==> src/rtl/bomber_kbd_pkg.sv <==
// Shared scan-code constants, direction and decoder-state types for the player keyboard path.
// Key bit layout: [3:0] arrows up/down/left/right, [7:4] WASD up/down/left/right, [8] space.
package bomber_kbd_pkg;

  localparam logic [7:0] KC_EXT   = 8'hE0;
  localparam logic [7:0] KC_BRK   = 8'hF0;
  localparam logic [7:0] KC_UP    = 8'h75;
  localparam logic [7:0] KC_DOWN  = 8'h72;
  localparam logic [7:0] KC_LEFT  = 8'h6B;
  localparam logic [7:0] KC_RIGHT = 8'h74;
  localparam logic [7:0] KC_W     = 8'h1D;
  localparam logic [7:0] KC_S     = 8'h1B;
  localparam logic [7:0] KC_A     = 8'h1C;
  localparam logic [7:0] KC_D     = 8'h23;
  localparam logic [7:0] KC_SPACE = 8'h29;

  localparam int KEY_N     = 9;
  localparam int SPACE_BIT = 8;

  typedef enum logic [2:0] {
    DIR_NONE  = 3'd0,
    DIR_UP    = 3'd1,
    DIR_DOWN  = 3'd2,
    DIR_LEFT  = 3'd3,
    DIR_RIGHT = 3'd4
  } dir_t;

  typedef enum logic [1:0] {
    IDLE_ST    = 2'd0,
    EXT_ST     = 2'd1,
    BRK_ST     = 2'd2,
    EXT_BRK_ST = 2'd3
  } kbd_state_t;

  // One-hot position of a key in the held mask; all-zero for unmapped codes.
  function automatic logic [KEY_N-1:0] key_bit(input logic [7:0] code, input logic ext);
    key_bit = '0;
    if (ext) begin
      case (code)
        KC_UP:    key_bit[0] = 1'b1;
        KC_DOWN:  key_bit[1] = 1'b1;
        KC_LEFT:  key_bit[2] = 1'b1;
        KC_RIGHT: key_bit[3] = 1'b1;
        default:  key_bit = '0;
      endcase
    end else begin
      case (code)
        KC_W:     key_bit[4] = 1'b1;
        KC_S:     key_bit[5] = 1'b1;
        KC_A:     key_bit[6] = 1'b1;
        KC_D:     key_bit[7] = 1'b1;
        KC_SPACE: key_bit[SPACE_BIT] = 1'b1;
        default:  key_bit = '0;
      endcase
    end
  endfunction

endpackage

==> src/rtl/dir_arbiter.sv <==
// Picks one active direction: the last-pressed one if still held, else fixed priority up>down>left>right.
// Purely combinational; the last-direction register lives in the parent.
module dir_arbiter
  import bomber_kbd_pkg::*;
(
  input  logic [3:0] dir_held,
  input  dir_t       last_dir,
  output dir_t       sel_dir,
  output dir_t       next_last_dir
);

  logic last_held;

  always_comb begin
    last_held = 1'b0;
    case (last_dir)
      DIR_UP:    last_held = dir_held[0];
      DIR_DOWN:  last_held = dir_held[1];
      DIR_LEFT:  last_held = dir_held[2];
      DIR_RIGHT: last_held = dir_held[3];
      default:   last_held = 1'b0;
    endcase
  end

  always_comb begin
    sel_dir = DIR_NONE;
    if (last_held) begin
      sel_dir = last_dir;
    end else if (dir_held[0]) begin
      sel_dir = DIR_UP;
    end else if (dir_held[1]) begin
      sel_dir = DIR_DOWN;
    end else if (dir_held[2]) begin
      sel_dir = DIR_LEFT;
    end else if (dir_held[3]) begin
      sel_dir = DIR_RIGHT;
    end
    next_last_dir = sel_dir;
  end

endmodule

==> src/rtl/player_key_decoder.sv <==
// PS/2 scan-code stream to one-hot direction levels and a frame-aligned bomb pulse; outputs 1 clk after the completing byte.
// No backpressure: a byte is accepted on every kbd_valid strobe.
module player_key_decoder
  import bomber_kbd_pkg::*;
#(
  parameter int unsigned PREFIX_TIMEOUT = 50000,
  parameter bit          ENABLE_WASD    = 1'b1
) (
  input  logic       clk,
  input  logic       resetN,
  input  logic [7:0] kbd_code,
  input  logic       kbd_valid,
  input  logic       startOfFrame,
  output logic       up_direction_key,
  output logic       down_direction_key,
  output logic       left_direction_key,
  output logic       right_direction_key,
  output logic       drop_bomb,
  output logic       seq_error
);

  localparam int CNT_W = $clog2(PREFIX_TIMEOUT + 1);
  localparam logic [CNT_W-1:0] TMO_LAST = CNT_W'(PREFIX_TIMEOUT - 1);

  kbd_state_t       state, state_nx;
  logic [CNT_W-1:0] tmo_cnt;
  logic             tmo_hit;
  logic             make_ev, break_ev, ext_ev, err_ev;

  logic [KEY_N-1:0] held_mask, held_nx, key_hit, new_key;
  logic [3:0]       dir_held;
  dir_t             last_dir, cand_last, sel_dir, next_last_dir;
  logic             bomb_set, bomb_pending;

  // A byte arriving on the expiry cycle takes precedence over the timeout.
  assign tmo_hit = (state != IDLE_ST) && !kbd_valid && (tmo_cnt == TMO_LAST);

  always_comb begin
    state_nx = state;
    make_ev  = 1'b0;
    break_ev = 1'b0;
    ext_ev   = 1'b0;
    err_ev   = 1'b0;
    if (kbd_valid) begin
      case (state)
        IDLE_ST: begin
          if (kbd_code == KC_EXT) begin
            state_nx = EXT_ST;
          end else if (kbd_code == KC_BRK) begin
            state_nx = BRK_ST;
          end else begin
            make_ev = 1'b1;
          end
        end
        EXT_ST: begin
          if (kbd_code == KC_BRK) begin
            state_nx = EXT_BRK_ST;
          end else if (kbd_code == KC_EXT) begin
            err_ev = 1'b1;
          end else begin
            make_ev  = 1'b1;
            ext_ev   = 1'b1;
            state_nx = IDLE_ST;
          end
        end
        BRK_ST, EXT_BRK_ST: begin
          state_nx = IDLE_ST;
          if (kbd_code == KC_EXT || kbd_code == KC_BRK) begin
            err_ev = 1'b1;
          end else begin
            break_ev = 1'b1;
            ext_ev   = (state == EXT_BRK_ST);
          end
        end
        default: state_nx = IDLE_ST;
      endcase
    end else if (tmo_hit) begin
      state_nx = IDLE_ST;
      err_ev   = 1'b1;
    end
  end

  always_ff @(posedge clk or negedge resetN) begin
    if (!resetN) begin
      state     <= IDLE_ST;
      tmo_cnt   <= '0;
      seq_error <= 1'b0;
    end else begin
      state     <= state_nx;
      seq_error <= err_ev;
      if (kbd_valid || state == IDLE_ST || tmo_hit) begin
        tmo_cnt <= '0;
      end else begin
        tmo_cnt <= tmo_cnt + 1'b1;
      end
    end
  end

  // Held-mask update and last-pressed tracking; only fresh presses move last_dir.
  always_comb begin
    key_hit  = key_bit(kbd_code, ext_ev);
    held_nx  = held_mask;
    new_key  = '0;
    if (make_ev) begin
      new_key = key_hit & ~held_mask;
      held_nx = held_mask | key_hit;
    end else if (break_ev) begin
      held_nx = held_mask & ~key_hit;
    end
    dir_held  = held_nx[3:0] | (held_nx[7:4] & {4{ENABLE_WASD}});
    cand_last = last_dir;
    for (int i = 0; i < 4; i++) begin
      if (new_key[i] || (ENABLE_WASD && new_key[i+4])) begin
        cand_last = dir_t'(3'(i + 1));
      end
    end
    bomb_set = new_key[SPACE_BIT];
  end

  dir_arbiter u_dir_arbiter (
    .dir_held      (dir_held),
    .last_dir      (cand_last),
    .sel_dir       (sel_dir),
    .next_last_dir (next_last_dir)
  );

  always_ff @(posedge clk or negedge resetN) begin
    if (!resetN) begin
      held_mask           <= '0;
      last_dir            <= DIR_NONE;
      up_direction_key    <= 1'b0;
      down_direction_key  <= 1'b0;
      left_direction_key  <= 1'b0;
      right_direction_key <= 1'b0;
      bomb_pending        <= 1'b0;
      drop_bomb           <= 1'b0;
    end else begin
      held_mask           <= held_nx;
      last_dir            <= next_last_dir;
      up_direction_key    <= (sel_dir == DIR_UP);
      down_direction_key  <= (sel_dir == DIR_DOWN);
      left_direction_key  <= (sel_dir == DIR_LEFT);
      right_direction_key <= (sel_dir == DIR_RIGHT);
      // A press coincident with startOfFrame stays pending for the next frame.
      drop_bomb           <= startOfFrame && bomb_pending;
      bomb_pending        <= bomb_set || (bomb_pending && !startOfFrame);
    end
  end

endmodule

==> config.mk <==
export PLATFORM = sky130hd
export DESIGN_NAME = player_key_decoder
export DESIGN_NICKNAME = d
export VERILOG_FILES = /design/src/rtl/bomber_kbd_pkg.sv /design/src/rtl/dir_arbiter.sv /design/src/rtl/player_key_decoder.sv
export SDC_FILE = /design/constraint.sdc
export NUM_CORES = 1
export LEC_CHECK = 0
export ABC_AREA = 1
export CORE_ASPECT_RATIO = 1.2
export CORE_UTILIZATION = 33
export DETAILED_ROUTE_END_ITERATION = 8
export PLACE_DENSITY = 0.61
export SYNTH_ARGS = -nofsm -noshare
export SYNTH_HDL_FRONTEND = slang
export SYNTH_HIERARCHICAL = 1
export SYNTH_SLANG_ARGS = --single-unit
==> constraint.sdc <==
create_clock -name clk -period 4.2 [get_ports clk]
set_input_delay 0.63 -clock clk [delete_from_list [all_inputs] [get_ports clk]]
set_output_delay 0.63 -clock clk [all_outputs]
set_load 0.02 [all_outputs]
### Word level (Yosys, flattened, before mapping)

Cells that the tools add are included.

| word-level totals | value |
|---|---|
| register bits after elaboration | 37 |
| bits of input ports | 12 |
| word-level logic and storage cells | 113 |

| cells by class | value |
|---|---|
| $add $sub $neg | 1 |
| equality and inequality tests | 25 |
| muxes and demuxes | 49 |
| bitwise operators | 6 |
| reductions and logical operators | 20 |

Operators with widths:

| kind | number |
|---|---|
| $mux W9 | 4 |
| $eq A8 B7 Y1 const B | 4 |
| $mux W3 | 9 |
| $eq A8 B5 Y1 const B | 3 |
| $mux W1 | 24 |
| $and A9 B9 Y9 | 2 |
| $not A9 Y9 | 2 |
| $add A16 B1 Y16 const B | 1 |
| $eq A16 B16 Y1 const B | 1 |
| $eq A8 B6 Y1 const B | 2 |
| $eq A8 B8 Y1 const B | 2 |
| $mux W16 | 1 |
| $eq A3 B2 Y1 const B | 4 |
| $mux W2 | 6 |
| $or A9 B9 Y9 | 1 |
| $logic_or A1 B1 Y1 | 8 |
| $ne A4 B4 Y1 const B | 2 |
| $eq A3 B1 Y1 const B | 2 |
| $eq A3 B3 Y1 const B | 2 |
| $pmux W1 S2 | 3 |
| $pmux W2 S3 | 1 |
| $reduce_bool A2 Y1 | 3 |
| $eq A2 B2 Y1 const B | 2 |
| $logic_and A1 B1 Y1 | 4 |
| other kinds (7) | 8 |

### Logic depth before layout (Yosys ltp)

Gate-level depths: netlist of run 1.

| depth | value |
|---|---|
| depth in word-level cells | 17 |
| gate-level depth with buffers | 23 |
| gate-level depth less buffers | 22 |

### By module

The synthesis of run 1 kept the hierarchy.

Modules (own cells, without submodules):

| module | instances | cells each | area each (um2) | sequential area each (um2) |
|---|---|---|---|---|
| player_key_decoder | 1 | 285 | 2179.6 | 925.9 |
| dir_arbiter | 1 | 26 | 145.1 | 0.0 |

### Least setup slack after synthesis of run 1

OpenSTA, ideal clock, no wires.

| timing | value |
|---|---|
| path type | input to register |
| from | in kbd_code[2] |
| to | reg left_direction_key |
| setup time | 0.086 ns |
| data arrival time | 2.364 ns |
| required time | 4.114 ns |
| path slack | 1.750 ns |
| stages | 21 |
| path through | nor2_2 -> nand2_4 -> inv_4 -> nand2_4 -> nand2_2 -> nor2_4 -> buf_6 -> nand4_2 -> nand2_2 -> nor2_2 -> nand2_1 -> nand2_1 -> inv_1 -> nand4_1 -> nand2_2 -> nor2_2 -> nand2_1 -> nand2_1 -> buf_4 -> inv_1 -> nor3_1 |

| between the ends | value |
|---|---|
| longest elaborated chain between the ends | 17 |

Ends and longest elaborated chain:

| what | line | text |
|---|---|---|
| start: declaration | player_key_decoder.sv:11 | `input logic [7:0] kbd_code,` |
| $eq A8 B8 Y1 (on tied branches) | - |  |
| $mux W1 / $logic_or A1 B1 Y1 (equally long branches) | player_key_decoder.sv:58, player_key_decoder.sv:68 |  |
| $mux W1 (on tied branches) | player_key_decoder.sv:56, player_key_decoder.sv:68 |  |
| $pmux W1 S2 | player_key_decoder.sv:45 | `case (state)` |
| $mux W1 | player_key_decoder.sv:44 | `if (kbd_valid) begin` |
| $mux W9 | bomber_kbd_pkg.sv:38 | `if (ext) begin` |
| $and A9 B9 Y9 | player_key_decoder.sv:105 | `new_key = key_hit & ~held_mask;` |
| $mux W9 (*) | player_key_decoder.sv:104 | `if (make_ev) begin` |
| $logic_or A1 B1 Y1 | player_key_decoder.sv:113 | `if (new_key[i] \|\| (ENABLE_WASD && new_key[i+4])) begin` |
| $mux W3 (3 in series) | player_key_decoder.sv:113 |  |
| $mux W3 (*) | player_key_decoder.sv:113 |  |
| named net cand_last[2] | player_key_decoder.sv:32 | `dir_t last_dir, cand_last, sel_dir, next_last_dir;` |
| $eq A3 B3 Y1, or another cell as far along | dir_arbiter.sv:16 | `case (last_dir)` |
| $pmux W1 S4 (*) | dir_arbiter.sv:16 |  |
| $mux W3 (*) | dir_arbiter.sv:27 | `if (last_held) begin` |
| named net next_last_dir[1] | player_key_decoder.sv:32 |  |
| $eq A3 B2 Y1 (*) | player_key_decoder.sv:142 | `left_direction_key <= (sel_dir == DIR_LEFT);` |
| end signal: assignment | player_key_decoder.sv:142 |  |
| end: declaration | player_key_decoder.sv:16 | `output logic left_direction_key,` |

The timed path passes the listed nets; every way through them passes the cells marked *. The select of a mux whose other input is x is not followed.
A chain may end at the register's enable or synchronous reset.

### Worst setup path after layout of run 1

| timing | value |
|---|---|
| from | in kbd_code[3] |
| to | reg left_direction_key |

The elaborated chain is that of the path after synthesis.

==> metrics, run 1 <==
Vias/cell 4.761; largest net degree at the start of global routing 38; Slew Viols, Final 0; Tcrit/Tclk final 0.7472; worst setup path category input port to flop; Initial Util 0.3412; clk_lat worst skew 0.29 ns; grt ovf 0; Port-buffer cells 17; Tot Pwr 0.0009224 W; Die Ht 93.95 um; Core Rows 33; FF-to-FF path depth 17; Post-CTS Setup Repair Bufs 0; Max-Cap Viols 0; routed len/inst 11.06 um; Inst Count DP 410; Syn. warnings 6; DPL Wire Length 3545 um; DR vias 1,990; DRC 0; first-pass GRT wire length 8273 um; Placer Congestion 0.8280; Final setup viols 0; clk buf depth 2; Post-Synthesis Net Count 324; Die Area 0.007386 mm^2; core box area 0.006813 mm^2; Synth Cell Area 0.002325 mm^2; post-route insts no fill 418; Max Clock Skew 0.004667 ns; Avg Cell Area, Syn 7.475 um^2; setup tns final 0 ns; CP startpoint kind input port; VDD IR max 208.0 uV; Synth Register Bits 37; Root Driver clkbuf_8; Synth cell types 30; first-pass iteration count of the detailed router 4; Min Clock Period, post-route 3.138 ns; number of synthesized flops with an enable pin 0; RSZ-0062 raised after global routing false; # nets final 343; synth top area cells dfrtp_1 40%, nand2_1 9.8%, inv_1 8.4%; Die W 78.62 um; DP Area 0.002554 mm^2; total leakage power 1.207 nW; CTS tree built; Worst EP required 4.40 ns; Final Cell Area 0.002640 mm^2; crit-path max FO 13; drt total wl 4624 um; Power Density 349.4 mW/mm^2; post-synthesis async set-or-reset flop share 1.000; Post-synth top cells 61 x nand2_1, 52 x inv_1, 37 x dfrtp_1; Final Hold Slack 0.4414 ns; Synth top area share 0.3983; count leader, synth nand2_1; Final Hold Viols 0; instance count of the mapped netlist 311; CTS buffer count 5; hold buffer count at CTS 0; ys flop type dfrtp_1; CP endpoint kind flop; Rel. slew slack 0.4419; antenna violations before repair 0; DR iter-0 viols 101; share of layout cells above drive strength 1 0.1420; synthesis-to-finish area growth 13.56%; Clock H-tree levels 2; ant diodes 0; Ports 18; CTS resizes 0; Hold WC Path Type input port to async pin; fmax 0.3187 GHz; Slew @ Worst Pin 0.8371 ns; Clock Pin Slew Worst Setup and Hold Paths 0.08 ns; Routed Antenna Nets 0; gr usage total 0.1418; Arr. time, crit path 3.34 ns; vias in the first global route 1,911; Seq/Total Area, Yosys 0.3983; clock sinks 37; status finished clean; cell taking the most area after synthesis dfrtp_1
worst max-delay path: stages:
cell and delay, ns:
clkdlybuf4s50_1 0.59, nor2_2 0.10, nand2_4 0.10, inv_4 0.05, nand2_4 0.07, nand2_4 0.06
nor2_4 0.30, inv_2 0.11, nor2_2 0.13, nand2_1 0.07, nand2_2 0.08, inv_2 0.04
a21oi_2 0.20, inv_1 0.08, nand4_1 0.11, nand2_2 0.08, nor2_2 0.09, nand2_1 0.05
nand2_1 0.11, inv_1 0.08, nor3_1 0.20
routing by layer:
layer  vias up  global-route usage  share of wire
met4         0             0.03704          0.011
met2        23              0.2522           0.49
met5         -                   0              0
met3         6             0.02913          0.024
met1       917              0.1724           0.48
li1       1044                   -              -
kinds of logic (layout without fill, tap and decap cells):
logic type      count (synthesis)  after routing  synth area share
compound gates                 43             43            0.1125
buf+inv                        60             80            0.1093
flops                          37             37            0.3983
fa+ha+maj                       1              1          0.005381
simple gates                  170            170            0.3746
power breakdown:
group | switching, W | internal [W]
logic | 0.000180 | 0.0000840
registers | 0.0000240 | 0.000389
clock network | 0.000131 | 0.000115
cells in the final DEF, fill, tap and decap left out, types with 4 or more instances in the layout:
cell             instances
nand3_1                 17
nand2_1                 61
nand4_1                 16
nor2_2                  12
nand2_4                  5
nor2_1                  30
clkdlybuf4s50_1         16
o21ai_0                 13
dfrtp_1                 37
nand2_2                  5
o21ai_1                  4
a21oi_1                 14
inv_1                   52
nor3_1                  13
clkbuf_8                 5
final timing paths:
check | startpoint | endpoint | slack, ns
setup / recovery | kbd_code[3] | left_direction_key$_DFF_PN0_ | 1.06
min in group clk | bomb_pending$_DFF_PN0_ | drop_bomb$_DFF_PN0_ | 0.46
hold / removal | resetN | held_mask[3]$_DFF_PN0_ | 0.44
hold reg to reg | bomb_pending$_DFF_PN0_ | drop_bomb$_DFF_PN0_ | 0.46
max in group asynchronous | resetN | tmo_cnt[11]$_DFF_PN0_ | 3.23
setup reg to reg | state[1]$_DFFE_PN0P_ | left_direction_key$_DFF_PN0_ | 1.75
stage by stage:
stage                     setup slack [ns]    util
final                                1.062  0.3875
after global routing                0.7247  0.3875
after CTS                            1.056  0.3875
after detailed placement            0.7574  0.3748
after global placement              0.8255  0.3748
after floorplan                      1.750       -
area by class of cell:
class,count,area [um^2]
clock buffers,5,68.82
clock inverters,3,17.52
fillers,694,4173
inverters,55,209.0
multi-input cells,214,1145
flip-flops and latches,37,925.9
well taps,87,108.9
repair buffers,17,165.2
state kept, by name, indices dropped and copies added (netlist names):
register	count
drop_bomb	1
seq_error	1
held_mask	9
last_dir	3
left_direction_key	1
tmo_cnt	16
right_direction_key	1
up_direction_key	1
bomb_pending	1
down_direction_key	1
state	2
No activity file was read; power rests on OpenSTA's default activity.
==> inputs of run 2 (changes only) <==
--- a/config.mk
+++ b/config.mk
@@ -9,7 +9,7 @@
 export CORE_ASPECT_RATIO = 1.2
 export CORE_UTILIZATION = 33
 export DETAILED_ROUTE_END_ITERATION = 8
-export PLACE_DENSITY = 0.61
+export PLACE_DENSITY = 0.63
 export SYNTH_ARGS = -nofsm -noshare
 export SYNTH_HDL_FRONTEND = slang
 export SYNTH_HIERARCHICAL = 1
==> constraint.sdc (replaced) <==
create_clock -name clk -period 2.5 [get_ports clk]
set_input_delay 0.375 -clock clk [delete_from_list [all_inputs] [get_ports clk]]
set_output_delay 0.375 -clock clk [all_outputs]
set_load 0.02 [all_outputs]
==> run 2 against run 1 <==
- via count rose by 12%
- clock power up 71%
- die area stayed put
- first-iteration DRC count fell by 32%
- largest cell class unchanged
- sequential power rose by 69%
- register-to-register slack got worse by 1.6 ns
- highest routed layer unchanged
- clock skew rose by 0.0044 ns
==> metrics, run 2 (synthesis results as in run 1) <==
status finished clean; total leakage power 1.518 nW (+26%); clk_lat worst skew 0.29 ns (about the same); Port-buffer cells 17 (unchanged); Final setup viols 0 (unchanged); Reg with most FFs tmo_cnt; fmax 0.4190 GHz; Final Cell Area 0.003214 mm^2 (+22%); gr usage total 0.1569 (+0.01503); Min Clock Period, post-route 2.386 ns; Placer Congestion 0.8792 (+6.2%); Clock Pin Slew Worst Setup and Hold Paths 0.07 ns (about the same); vias in the first global route 2,257 (+18%); share of layout cells above drive strength 1 0.3368 (+0.1948); Vias/cell 4.743 (-0.38%); ant diodes 0 (unchanged); Ports 18 (unchanged); Rel. slew slack 0.4617 (+0.01978); Worst EP required 2.70 ns (-1.70 ns); Cell Chain, Critical Path dlygate4sd2_1 > inv_1 > nor2_2 > nand2_2 > nor2_4 > nor2_4 > nand2_4 > buf_4 > nand4_2 > nand2_2 > inv_1 > nand2_1 > a21oi_2 > buf_4 > nand4_1 > nand2_2 > nor2_2 > nand2_1 > nand2_2 > inv_2 > nor3_2; Root Driver clkbuf_8; critical path depth 21 (unchanged); worst setup path category input port to flop; Regs by FF count tmo_cnt (16), held_mask (9), last_dir (3); Clock H-tree levels 2 (unchanged); CP endpoint kind flop; CP startpoint kind input port; antenna violations before repair 0 (unchanged); grt ovf 0 (unchanged); DP Area 0.002867 mm^2 (+12%); CTS buffer count 5 (unchanged); Critical path buffers and inverters 6 (unchanged); Max-Cap Viols 0 (unchanged); Die W 78.62 um (unchanged); # nets final 396 (+15%); worst setup margin 0.1136 ns (-0.9482 ns); max FFs per register 16 (unchanged); Power Density 553.5 mW/mm^2 (+58%); first-pass iteration count of the detailed router 4 (unchanged); Final Hold Slack 0.1790 ns (-0.2624 ns); Die Area 0.007386 mm^2 (unchanged); most frequent cells in the layout 53 x nand2_1, 50 x buf_4, 47 x inv_1; hold buffer count at CTS 0 (unchanged); Worst path slowest cell dlygate4sd2_1; clk buf depth 2 (unchanged); Die Ht 93.95 um (unchanged); pre-CTS WS -0.4582 ns (-1.216 ns); Arr. time, crit path 2.59 ns (-0.75 ns); clock sinks 37 (unchanged); Initial Util 0.3412 (unchanged); CP max stage delay 0.26 ns (-0.33 ns); Tcrit/Tclk final 0.9546; Max Clock Skew 0.009034 ns (+0.004367 ns); cell mode on critical path nand2_2; Core Rows 33 (unchanged); DPL Wire Length 3786 um (+6.8%); DR vias 2,229 (+12%); drt total wl 5246 um (+13%); FF-to-FF path depth 16 (-1); Slew @ Worst Pin 0.8074 ns (-0.02967 ns); CTS tree built; first-pass GRT wire length 9342 um (+13%); VDD IR max 245.8 uV (+18%); most common cell after layout, fill and taps aside nand2_1; routed len/inst 11.16 um (+0.90%); Final Hold Viols 0 (unchanged); largest net degree at the start of global routing 38 (unchanged); CP delay by family, top simple AND/OR/NAND/NOR gates; Slew Viols, Final 0 (unchanged); core box area 0.006813 mm^2 (unchanged); Routed Antenna Nets 0 (unchanged); DRC 0 (unchanged); synthesis-to-finish area growth 38.27%; crit-path max FO 8 (-5); DR iter-0 viols 69 (-32%); Hold WC Path Type input port to async pin
run 2: metal layers:
metal,vias to the layer above,routed length (um),global-route usage
met2,27,2803,0.2949
met5,-,0,0
li1,1150,-,-
met3,2,163,0.03107
met4,0,21,0.03395
met1,1050,2258,0.1805
run 2: timing repair:
| item | 4_1_cts | 5_1_grt |
|---|---|---|
| setup endpoints to repair | 4 | 5 |
| gates resized for setup | 24 | 34 |
| gates cloned | 1 | 0 |
| pin swaps | 15 | 26 |
| buffers inserted | 8 | 4 |
run 2: layout make-up:
type	count	area [um^2]
sequential	37	925.9
clock buffer	7	86.33
fill	653	3598
multi-input combinational	214	1285
timing repair buffer	70	599.3
inverter	55	209.0
tap	87	108.9
run 2: path summary, 6_finish.rpt:
| kind | start | end | slack (ns) |
|---|---|---|---|
| worst max-delay path | kbd_code[5] | left_direction_key$_DFF_PN0_ | 0.11 |
| worst min-delay path | resetN | tmo_cnt[5]$_DFF_PN0_ | 0.18 |
| worst max register to register | state[1]$_DFFE_PN0P_ | left_direction_key$_DFF_PN0_ | 0.16 |
| worst min register to register | tmo_cnt[0]$_DFF_PN0_ | tmo_cnt[0]$_DFF_PN0_ | 0.46 |
| max in group asynchronous | resetN | left_direction_key$_DFF_PN0_ | 1.81 |
| min in group clk | tmo_cnt[0]$_DFF_PN0_ | tmo_cnt[0]$_DFF_PN0_ | 0.46 |
run 2: power breakdown:
group | total [W] | switching (W) | internal, W | leakage (nW)
clock | 0.000419 | 0.000200 | 0.000219 | 0.0443
combinational | 0.000665 | 0.000371 | 0.000294 | 0.964
sequential | 0.000696 | 0.0000412 | 0.000654 | 0.509
run 2: metrics by stage:
stage | utilization | instances | power, W | TNS [ns]
4_1_cts | 0.4542 | 466 | 0.001745 | 0
3_3_place_gp | 0.4208 | 450 | 0.001226 | -1.832
5_1_grt | 0.4718 | 470 | 0.001892 | -0.07020
6_report | 0.4718 | 470 | 0.001779 | 0
2_1_floorplan | - | 311 | 0.001046 | 0
3_5_place_dp | 0.4208 | 450 | 0.001230 | -2.336
==> inputs of run 3 (changes only) <==
--- a/config.mk
+++ b/config.mk
@@ -9,7 +9,7 @@
 export CORE_ASPECT_RATIO = 1.2
 export CORE_UTILIZATION = 33
 export DETAILED_ROUTE_END_ITERATION = 8
-export PLACE_DENSITY = 0.63
+export PLACE_DENSITY_LB_ADDON = 0.05
 export SYNTH_ARGS = -nofsm -noshare
 export SYNTH_HDL_FRONTEND = slang
 export SYNTH_HIERARCHICAL = 1
==> run 3 against run 2 <==
- sequential share of layout area grew 0.32 points
- setup slack better by 0.067 ns
- first-iteration DRC count grew 29%
- clock power shrank 8.1%
- sequential cell count unchanged
- routed wire length up 8.7%
- clock-buffer cell count shrank 2
- final area shrank 1.1%
- sequential power decreased by 1%
- register-to-register slack better by 0.09 ns
- combinational power decreased by 2%
==> metrics, run 3 (synthesis results as in run 1) <==
status finished clean; synthesis-to-finish area growth 36.76%; cell mode on critical path buf_4; Clock Pin Slew Worst Setup and Hold Paths 0.07 ns (about the same); Regs by FF count tmo_cnt (16), held_mask (9), last_dir (3); met1 GRT Util 0.1990 (+0.01854); grt ovf 0 (unchanged); Port-buffer cells 17 (unchanged); # nets final 404 (+2.0%); DR iter-0 viols 89 (+29%); Clock H-tree levels 2 (unchanged); Ports 18 (unchanged); Placer Congestion 0.8128 (-7.6%); r2r setup slk 0.25 ns (+0.09 ns); CP delay by family, top simple AND/OR/NAND/NOR gates; vias in the first global route 2,239 (-0.80%); first-pass GRT wire length 9894 um (+5.9%); Inst Count DP 458 (+1.8%); clk_lat worst skew 0.28 ns (about the same); Rel. slew slack 0.4245 (-0.03720); GR Util met3 0.03204 (+0.0009709); multi-input logic area 0.001261 mm^2 (-1.8%); CTS buffer count 5 (unchanged); Max Clock Skew 0.001297 ns (-0.007737 ns); CP max stage delay 0.25 ns (about the same); Hold WC Path Type input port to async pin; most frequent cells in the layout 58 x buf_4, 55 x nand2_1, 50 x inv_1; first-pass iteration count of the detailed router 4 (unchanged); Die W 78.62 um (unchanged); CTS tree built; core box area 0.006813 mm^2 (unchanged); drt total wl 5700 um (+8.7%); pre-CTS WS -0.5376 ns (-0.07939 ns); Die Area 0.007386 mm^2 (unchanged); max FFs per register 16 (unchanged); Slew @ Worst Pin 0.8632 ns (+0.05580 ns); fmax 0.4312 GHz (+2.9%); setup tns final 0 ns (unchanged); gr usage total 0.1723 (+0.01543); Power Density 541.3 mW/mm^2 (-2.2%); antenna violations before repair 0 (unchanged); RSZ-0062 raised after global routing true; VDD IR max 232.7 uV (-5.3%); Max-Cap Viols 0 (unchanged); worst setup margin 0.1809 ns (+0.06731 ns); DR vias 2,221 (-0.36%); DPL Wire Length 4223 um (+12%); share of layout cells above drive strength 1 0.3359 (-0.0009172); Reg with most FFs tmo_cnt; fin util 0.4667 (-0.005142); Root Driver clkbuf_8; Min Clock Period, post-route 2.319 ns (-0.06731 ns); ant diodes 0 (unchanged); worst setup path category input port to flop; Vias/cell 4.656 (-1.8%); Cell Chain, Critical Path dlygate4sd2_1 > inv_1 > buf_4 > nand3_4 > nor3_4 > buf_4 > nand4_1 > buf_4 > nand3_1 > a21oi_2 > buf_4 > nand4_1 > nand2_2 > nor2_2 > nand2_1 > nand2_2 > inv_2 > nor3_2; Final Hold Slack 0.1953 ns (+0.01637 ns); post-route insts no fill 477 (+1.5%); CP endpoint kind flop; busiest grt layer met2; met2 GRT Util 0.3145 (+0.01957); CP startpoint kind input port; Routed Antenna Nets 0 (unchanged); crit-path max FO 4 (-4); Slew Viols, Final 0 (unchanged); routed len/inst 11.95 um (+7.1%); Die Ht 93.95 um (unchanged); DRC 0 (unchanged); Critical path buffers and inverters 7 (+1); critical path depth 18 (-14%); FF+latch area 925.9 um^2 (unchanged); Final setup viols 0 (unchanged); Core Rows 33 (unchanged); Initial Util 0.3412 (unchanged); total leakage power 1.528 nW (+0.69%); most common cell after layout, fill and taps aside buf_4; Worst EP required 2.70 ns (about the same); Worst path slowest cell dlygate4sd2_1; FF-to-FF path depth 15 (-1); Tcrit/Tclk final 0.9276 (-0.02692); Final Hold Viols 0 (unchanged); largest net degree at the start of global routing 38 (unchanged); clk buf depth 2 (unchanged); filler instances 699 (+7.0%); clock sinks 37 (unchanged); Arr. time, crit path 2.52 ns (-0.07 ns)
==> run 3: changes by cell type in the layout (fill, tap and decap cells not counted), sizes merged <==
cell,previous run,this run
buf,53,62
bufbuf,1,0
clkbuf,8,12
clkdlybuf4s15,5,0
clkinv,0,1
dlygate4sd2,2,1
==> run 3: layer usage <==
layer	share of wire	vias up
met2	0.52	26
met5	0	-
met1	0.45	1021
met3	0.020	8
li1	-	1166
met4	0.014	0
==> run 3: area by class of cell <==
| cell class | instances | share of cell area |
|---|---|---|
| Clock buffer | 5 | 0.02165 |
| Clock inverter | 1 | 0.001574 |
| Inverter | 55 | 0.06572 |
| Multi-Input combinational cell | 214 | 0.3967 |
| Sequential cell | 37 | 0.2912 |
| Tap cell | 87 | 0.03424 |
| Timing Repair Buffer | 78 | 0.1889 |
==> run 3: worst paths after layout <==
| path | from | end |
|---|---|---|
| setup / recovery | kbd_code[5] | left_direction_key$_DFF_PN0_ |
| hold / removal | resetN | seq_error$_DFF_PN0_ |
| setup reg to reg | state[1]$_DFFE_PN0P_ | left_direction_key$_DFF_PN0_ |
| hold reg to reg | held_mask[8]$_DFFE_PN0P_ | bomb_pending$_DFF_PN0_ |
| max in group asynchronous | resetN | held_mask[3]$_DFF_PN0_ |
| min in group clk | held_mask[8]$_DFFE_PN0P_ | bomb_pending$_DFF_PN0_ |
==> run 3: report_power, final <==
part           internal [W]  leakage, nW  total [W]  switching, W
Combinational      0.000274        0.979   0.000649      0.000375
Clock              0.000184       0.0399   0.000385      0.000201
Sequential         0.000654        0.509   0.000687     0.0000330
Total               0.00111         1.53    0.00172      0.000610
==> run 3: repair_timing <==
| action | in CTS | in global routing |
|---|---|---|
| resized for setup | 23 | 33 |
| setup endpoints to repair | 5 | 6 |
| hold buffers | 0 | 0 |
| buffers inserted | 7 | 6 |
| pin swaps | 13 | 16 |
==> run 3: worst register-to-register path, cell delays in order, from the launching register on <==
cell and delay [ns]:
dfrtp_1 0.43, inv_2 0.12, nand2_2 0.07, nor2_4 0.23, inv_2 0.11, buf_4 0.15, o31ai_4 0.22, a21oi_2 0.08
buf_4 0.14, nand4_1 0.09, nand2_2 0.08, nor2_2 0.09, nand2_1 0.07, nand2_2 0.10, inv_2 0.06, nor3_2 0.15
==> run 3: stage by stage <==
stage	instance area [um^2]	power (W)
2_1_floorplan	2325	0.001046
3_3_place_gp	2914	0.001259
3_5_place_dp	2914	0.001257
4_1_cts	3082	0.001712
5_1_grt	3179	0.001838
6_report	3179	0.001721
